==> config.mk <==
export PLATFORM = sky130hd
export DESIGN_NAME = matrix_ops
export DESIGN_NICKNAME = d
export VERILOG_FILES = /design/src/rtl/matrix_ops.sv
export SDC_FILE = /design/constraint.sdc
export NUM_CORES = 1
export LEC_CHECK = 0
export CAP_MARGIN = 20
export CORE_ASPECT_RATIO = 1.25
export CORE_MARGIN = 5
export CORE_UTILIZATION = 51
export CTS_CLUSTER_DIAMETER = 40
export CTS_CLUSTER_SIZE = 10
export DETAILED_ROUTE_END_ITERATION = 8
export HOLD_SLACK_MARGIN = 0.1
export PLACE_DENSITY_LB_ADDON = 0.12
export SLEW_MARGIN = 10
export SYNTH_ARGS = -nofsm -noshare
export SYNTH_HDL_FRONTEND = slang
export SYNTH_SLANG_ARGS = --single-unit
==> constraint.sdc <==
create_clock -name clk -period 1.6 [get_ports clk]
set_input_delay 0.16 -clock clk [delete_from_list [all_inputs] [get_ports clk]]
set_output_delay 0.16 -clock clk [all_outputs]
set_load 0.05 [all_outputs]
==> src/rtl/matrix_ops.sv <==
// matrix_ops
//   Serial-interface 2x2 matrix unit. Holds two 2x2 matrices A and B with
//   2-bit elements, loaded over a strobed 2-bit X/Y bus. READ, ADD and MUL
//   results are streamed out bit-serially on Z as a 9-bit frame: one start
//   bit, then element0..element3, each MSB first.
//   Element index: 0=r0c0, 1=r0c1, 2=r1c0, 3=r1c1.
//
// Ports
//   clk    in   rising-edge system clock
//   rst    in   asynchronous active-low reset
//   enter  in   strobe qualifying X/Y on the current rising edge
//   X      in   [1:0] opcode (command beat) or element address (write beat)
//   Y      in   [1:0] argument (command beat, Y[0]=matrix select) or data
//   Z      out  registered serial output, idles 0

module matrix_ops (
    input  logic       clk,
    input  logic       rst,
    input  logic       enter,
    input  logic [1:0] X,
    input  logic [1:0] Y,
    output logic       Z
);

    typedef enum logic [1:0] {
        IDLE   = 2'd0,
        WR     = 2'd1,
        STREAM = 2'd2
    } state_t;

    state_t     state;
    logic [1:0] mat_a [4];
    logic [1:0] mat_b [4];
    logic       msel;
    logic [1:0] beat_cnt;
    logic [3:0] bit_cnt;
    logic [7:0] frame;

    logic [7:0] read_a_frame;
    logic [7:0] read_b_frame;
    logic [7:0] add_frame;
    logic [7:0] mul_frame;
    logic [7:0] cmd_frame;
    logic       cmd_ok;

    // All arithmetic is in 2-bit context, so sums and products wrap mod 4.
    always_comb begin
        read_a_frame = {mat_a[0], mat_a[1], mat_a[2], mat_a[3]};
        read_b_frame = {mat_b[0], mat_b[1], mat_b[2], mat_b[3]};
        add_frame    = {mat_a[0] + mat_b[0], mat_a[1] + mat_b[1],
                        mat_a[2] + mat_b[2], mat_a[3] + mat_b[3]};
        mul_frame    = {mat_a[0] * mat_b[0] + mat_a[1] * mat_b[2],
                        mat_a[0] * mat_b[1] + mat_a[1] * mat_b[3],
                        mat_a[2] * mat_b[0] + mat_a[3] * mat_b[2],
                        mat_a[2] * mat_b[1] + mat_a[3] * mat_b[3]};
    end

    always_comb begin
        cmd_frame = '0;
        case (X)
            2'd1:    cmd_frame = Y[0] ? read_b_frame : read_a_frame;
            2'd2:    cmd_frame = add_frame;
            2'd3:    cmd_frame = mul_frame;
            default: cmd_frame = '0;
        endcase
    end

    // A command is accepted in IDLE and also on the frame's closing edge,
    // which lets streams run back to back.
    assign cmd_ok = enter && ((state == IDLE) ||
                              (state == STREAM && bit_cnt == 4'd9));

    always_ff @(posedge clk or negedge rst) begin
        if (!rst) begin
            state    <= IDLE;
            mat_a    <= '{default: '0};
            mat_b    <= '{default: '0};
            msel     <= 1'b0;
            beat_cnt <= '0;
            bit_cnt  <= '0;
            frame    <= '0;
            Z        <= 1'b0;
        end else begin
            case (state)
                IDLE: begin
                    Z <= 1'b0;
                end
                WR: begin
                    if (enter) begin
                        if (msel)
                            mat_b[X] <= Y;
                        else
                            mat_a[X] <= Y;
                        beat_cnt <= beat_cnt + 2'd1;
                        if (beat_cnt == 2'd3)
                            state <= IDLE;
                    end
                end
                STREAM: begin
                    if (bit_cnt == 4'd0) begin
                        Z <= 1'b1;
                    end else if (bit_cnt == 4'd9) begin
                        Z     <= 1'b0;
                        state <= IDLE;
                    end else begin
                        Z     <= frame[7];
                        frame <= {frame[6:0], 1'b0};
                    end
                    bit_cnt <= bit_cnt + 4'd1;
                end
                default: begin
                    Z     <= 1'b0;
                    state <= IDLE;
                end
            endcase

            // Placed last so a command on the closing edge overrides the
            // frame-end return to IDLE.
            if (cmd_ok) begin
                msel     <= Y[0];
                beat_cnt <= '0;
                bit_cnt  <= '0;
                if (X == 2'd0) begin
                    state <= WR;
                end else begin
                    state <= STREAM;
                    frame <= cmd_frame;
                end
            end
        end
    end

endmodule

==> metrics.csv, run 1 <==
metric;value;unit
antenna_found_initial;0;
max_freq;0.631;GHz
r2r_slack;0.01;ns
place_area;0.00264;mm²
path_buf_inv;0;
irDropWorstVdd;1.08;mV
ioPinCount;8;
hold_class;input pin to async pin;
clockBufferDepth;2;
root_buffer;clkbuf_8;
synth_area;0.00225;mm²
ff2ff_path_depth;5;
synth_top_cell_area_share;37.8;%
synthFlopType;dfrtp_1;
wl_per_cell;17.7;µm
path_cells;and2_4 -> ha_2 -> xor2_1 -> xnor3_1 -> o221ai_2;
grt_max_degree;35;
die-area;0.00585;mm²
drv_slew;0;
routed_wl;5650;µm
slew_headroom;68.9;%
worst_slew_pin_slew;0.467;ns
rsz0062_at_grt;true;
cts_tree;built;
syn2layout_area_growth;30.2;%
synth.net_count;233;
cts.sinks;34;
clk_latency;0.29;ns
dr.pass1.iters;5;
clkSlewWorstSetupHoldPaths;0.07;ns
port_buffers;7;
ys_ff_latch;34;
period_share;99.1;%
cp_max_fo;6;
critPathKind;flip-flop to flip-flop;
rows;27;
layout.nets;280;
cp.arrival;1.80;ns
syn_inst;214;
ys_seq_area_share;37.8;%
synth_common_cells;dfrtp_1, nand2_1, mux2i_1;
power.leakage;0.00135;µW
r2r_end;frame[5];
skew;0.00855;ns
die_w;69.4;µm
core;0.00436;mm²
drc;0;
synth_edf_count;0;
post_synth_num_cell_types;39;
yosysTopAreaCell;dfrtp_1;
total_power;3930;µW
avgSynthCellArea;10.5;µm²
synth_async_sr_flop_share;100;%
crit_family;XOR/XNOR gates;
fin_area;0.00293;mm²
vias_per_cell;5.60;
cp_slowest_cell;dfrtp_2;
setup_viol;0;
grt_pass1_vias;1948;
gp_congestion;0.905;
grt_pass1_wl;9500;µm
critPathLaunchType;flip-flop;
num_antenna_cells;0;
synthTopCellsByArea;dfrtp_1, mux2i_1, mux2_1;
drv_cap;0;
antenna_left;0;
grt-ovfl-total;0;
critical_path_required;1.81;ns
finalHoldViolations;0;
place_hpwl;4110;µm
drive_gt1_share;30.7;%
grt.total_usage;20.7;%
htree_levels;2;
yosysMostFrequentCell;dfrtp_1;
endpoint_kind;flip-flop;
synth_warnings;0;
vias;1787;
holdWs;0.280;ns
drt_iter0_drc;147;
status;finished clean;
p_per_area;1340;mW/mm²
die_h;84.3;µm
rr_startpoint;mat_b[4];
finalCriticalPeriod;1.59;ns
start_util;51.7;%
max_stage_delay;0.46;ns
numCtsBuffers;5;
## worst register-to-register path, delay by kind of cell (launching register included)
| family | cells | cell delay [ns] |
|---|---|---|
| flip-flops | 1 | 0.46 |
| AO/OA/AOI/OAI | 1 | 0.19 |
| adder cells (fa/ha/maj) | 1 | 0.18 |
| XOR/XNOR | 2 | 0.49 |
| AND/OR/NAND/NOR | 1 | 0.18 |
## sequential cells by signal (all words and copies together), names as in the netlist
signal,count
state,2
bit_cnt,4
Z,1
msel,1
beat_cnt,2
mat_b,8
frame,8
mat_a,8
## repair_timing
| item | 4_1_cts | 5_1_grt |
|---|---|---|
| endpoints found under the setup margin | 8 | 9 |
| resized for setup | 11 | 21 |
| buffers inserted | 5 | 2 |
| pin swaps | 6 | 10 |
| hold buffers | 0 | 0 |
## placed cells by master, fill, tap and decap left out, types with 3 or more instances in the layout
| cell | Yosys | routed |
|---|---|---|
| a22oi_1 | 4 | 4 |
| and2_1 | 6 | 5 |
| and3_1 | 4 | 4 |
| buf_12 | 0 | 3 |
| buf_4 | 1 | 36 |
| clkbuf_8 | 0 | 6 |
| clkdlybuf4s50_1 | 0 | 6 |
| dfrtp_1 | 34 | 28 |
| dfrtp_2 | 0 | 6 |
| ha_1 | 12 | 7 |
| ha_2 | 0 | 3 |
| inv_1 | 5 | 3 |
| mux2_1 | 17 | 17 |
| mux2i_1 | 20 | 16 |
| mux2i_2 | 0 | 3 |
| nand2_1 | 27 | 26 |
| nor2_1 | 14 | 14 |
| nor2b_1 | 3 | 3 |
| nor3_1 | 5 | 5 |
| o21ai_0 | 6 | 6 |
| o31ai_2 | 0 | 3 |
| xnor2_1 | 6 | 6 |
| xnor3_1 | 4 | 4 |
| xor2_1 | 9 | 7 |
## worst max path at each step
stage	startpoint	endpoint	slack (ns)	cells past startpoint
finish	mat_b[4]	frame[5]	0.01	5
global route	bit_cnt[1]	frame[5]	-0.06	8
CTS	bit_cnt[1]	frame[1]	-0.004	7
detailed placement	X[1]	mat_a[3]	-0.21	4
global placement	X[1]	mat_a[3]	-0.13	4
floorplan	bit_cnt[1]	frame[6]	0.008	6
## metrics by stage
step | utilization, % | cells | setup WS (ns) | setup TNS, ns
floorplan | - | 214 | 0.00840 | 0
detailed placement | 60.6 | 305 | -0.210 | -1.83
global route | 67.3 | 319 | -0.0562 | -0.205
finish | 67.3 | 319 | 0.0142 | 0
CTS | 64.9 | 317 | -0.00382 | -0.00382
global placement | 60.6 | 305 | -0.134 | -1.26
## layer usage
layer | track usage, % | up-vias | wire, µm
met2 | 36.9 | 31 | 2990
met4 | 10.5 | 0 | 181
met3 | 3.59 | 17 | 140
met1 | 23.6 | 888 | 2330
li1 | - | 851 | -
met5 | 0 | - | 0
## layout make-up
| cell class | count | area [µm²] |
|---|---|---|
| clock buffer | 6 | 82.6 |
| clock inverter | 1 | 30.0 |
| fill | 328 | 1430 |
| inverter | 5 | 18.8 |
| multi-input combinational | 168 | 1460 |
| sequential | 34 | 858 |
| tap | 58 | 72.6 |
| timing repair buffer | 47 | 413 |
## report_power, final
group | total, µW | switching (µW) | internal (µW) | leakage [µW]
sequential | 1420 | 308 | 1110 | 0.000451
clock | 820 | 321 | 498 | 0.0000573
combinational | 1690 | 767 | 926 | 0.000846
total | 3930 | 1400 | 2540 | 0.00135
## logic make-up after synthesis
| kind of cell | Yosys count | synth area share, % |
|---|---|---|
| AO/OA/AOI/OAI | 30 | 10.4 |
| XOR/XNOR | 19 | 9.84 |
| adder cells (fa/ha/maj) | 12 | 6.67 |
| buffers and inverters | 12 | 2.33 |
| flip-flops | 34 | 37.8 |
| multiplexers | 37 | 17.4 |
| AND/OR/NAND/NOR | 70 | 15.6 |
No activity file was read; power rests on OpenSTA's default activity.
==> inputs of run 2 (changes only) <==
--- a/config.mk
+++ b/config.mk
@@ -8,7 +8,7 @@
 export CAP_MARGIN = 20
 export CORE_ASPECT_RATIO = 1.25
 export CORE_MARGIN = 5
-export CORE_UTILIZATION = 51
+export CORE_UTILIZATION = 55
 export CTS_CLUSTER_DIAMETER = 40
 export CTS_CLUSTER_SIZE = 10
 export DETAILED_ROUTE_END_ITERATION = 8
==> run 2 against run 1 <==
Against the previous run: clock skew up 0.0024 ns; power fell by 2.0%; sequential cell count stayed put; critical path depth unchanged; sequential power about the same.
==> metrics.csv, run 2 (synthesis results as in run 1) <==
metric;value;unit;change
status;finished clean;;
top_usage_layer;met2;;
syn2layout_area_growth;29.5;%;
slew_headroom;70.5;%;+1.6 points
hold_class;input pin to async pin;;
setup-tns-final;0;ns;unchanged
drv_cap;0;;unchanged
num_antenna_cells;0;;unchanged
clk_latency;0.29;ns;about the same
ioPinCount;8;;unchanged
start_util;55.8;%;+4.1 points
critPathKind;flip-flop to flip-flop;;
period_share;97.2;%;-1.9 points
drt_iter0_drc;108;;-27%
rows;26;;-3.7%
setup_viol;0;;unchanged
place_hpwl;4160;µm;+1.4%
clockBufferDepth;2;;unchanged
drc;0;;unchanged
grt_pass1_wl;9550;µm;+0.51%
layout_common_cells;buf_4, dfrtp_1, nand2_1;;
drive_gt1_share;30.5;%;-0.12 points
dr.pass1.iters;4;;-1
grt-ovfl-total;0;;unchanged
final_common_cell;buf_4;;
clkSlewWorstSetupHoldPaths;0.08;ns;about the same
cp.arrival;1.76;ns;-0.04 ns
power.leakage;0.00135;µW;-0.60%
vias;1786;;-0.056%
critical_path_required;1.80;ns;about the same
layout.nets;280;;unchanged
irDropWorstVdd;1.14;mV;+6.2%
routed_wl;5660;µm;+0.21%
port_buffers;7;;unchanged
die_h;81.5;µm;-3.3%
antenna_found_initial;0;;unchanged
switching_share;37.3;%;+1.8 points
p_comb_share;45.6;%;+2.5 points
drv_slew;0;;unchanged
finalCriticalPeriod;1.56;ns;-0.0302 ns
p_per_area;1320;mW/mm²;-1.4%
numCtsBuffers;5;;unchanged
cts.sinks;34;;unchanged
grt_use_met2;43.5;%;+6.6 points
endpoint_kind;flip-flop;;
fin_area;0.00291;mm²;-0.60%
skew;0.0110;ns;+0.00244 ns
die-area;0.00548;mm²;-6.3%
antenna_left;0;;unchanged
gp_congestion;0.911;;+0.72%
grt_max_degree;35;;unchanged
place_area;0.00265;mm²;+0.28%
grt_pass1_vias;1883;;-3.3%
cp_max_fo;6;;unchanged
sequentialPowerShare;37.2;%;+1.1 points
rsz0062_at_grt;true;;
reg_top3;frame: 8 flops, mat_a: 8 flops, mat_b: 8 flops;;
critPathLaunchType;flip-flop;;
clkPwrFrac;17.2;%;-3.6 points
grt.total_usage;23.6;%;+2.9 points
root_buffer;clkbuf_8;;
p_sw;1440;µW;+3.0%
cts_hold_buf;0;;unchanged
htree_levels;2;;unchanged
grt_util_met1;28.2;%;+4.6 points
cts_tree;built;;
use_met3;3.97;%;+0.37 points
worst_slew_pin_slew;0.442;ns;-0.0253 ns
wl_per_cell;17.8;µm;+0.53%
finalHoldViolations;0;;unchanged
core;0.00403;mm²;-7.4%
vias_per_cell;5.62;;+0.26%
die_w;67.2;µm;-3.2%
max_freq;0.643;GHz;+1.9%
power.internal;2410;µW;-4.8%
==> run 2: changes by cell type in the layout (fill, tap and decap cells not counted), sizes merged <==
cell	before	now
bufinv	1	0
clkbuf	6	7
clkinv	0	1
==> run 2: final cells by class <==
cell class                      instances  area, µm²
Sequential cell                        34        860
Tap cell                               56       70.1
Fill cell                             305       1120
Multi-Input combinational cell        168       1470
Timing Repair Buffer                   47        400
Clock buffer                            7       86.3
Inverter                                5       18.8
Clock inverter                          1       5.00
==> run 2: path summary, 6_finish.rpt <==
check                             from           to  slack (ns)  cells past startpoint
setup / recovery              mat_b[4]     frame[5]        0.04                      5
hold / removal                     rst     frame[2]        0.27                      2
setup reg to reg              mat_b[4]     frame[5]        0.04                      5
hold reg to reg            beat_cnt[0]  beat_cnt[0]        0.49                      1
max in group asynchronous          rst     mat_b[2]        0.98                      2
min in group clk           beat_cnt[0]  beat_cnt[0]        0.49                      1
==> run 2: per-stage QoR <==
stage | hold slack [ns] | total power (µW) | cells | worst slack [ns] | util [%]
global route | 0.319 | 4070 | 318 | -0.0290 | 72.2
floorplan | -0.136 | 2190 | 214 | 0.00840 | -
CTS | 0.292 | 3680 | 315 | 0.00187 | 69.7
global placement | 0.469 | 2780 | 306 | -0.129 | 65.7
finish | 0.269 | 3850 | 318 | 0.0444 | 72.2
detailed placement | 0.486 | 2850 | 306 | -0.147 | 65.7
==> run 2: timing repair <==
| action | CTS | global route |
|---|---|---|
| pin swaps | 3 | 9 |
| endpoints found under the setup margin | 5 | 8 |
| gates resized for setup | 15 | 21 |
| setup buffers | 1 | 3 |
==> run 2: worst max-delay path, stage by stage, from the launching register on <==
cell and delay, ns:
dfrtp_2 0.45, and2_1 0.17, ha_1 0.20, xor2_1 0.20, xnor3_1 0.29, o221ai_2 0.17
==> run 2: power groups by stage <==
stage	sequential, µW	clock [µW]	combinational [µW]
after floorplan	1370	0	823
after global placement	1380	0	1400
after global routing	1470	703	1900
final	1430	661	1760
after detailed placement	1390	0	1460
after CTS	1400	665	1620
==> run 2: routing by layer <==
layer | share of wire (%) | wire (µm)
met3 | 3.2 | 180
met2 | 54 | 3050
met4 | 1.7 | 98
met1 | 41 | 2330
met5 | 0 | 0
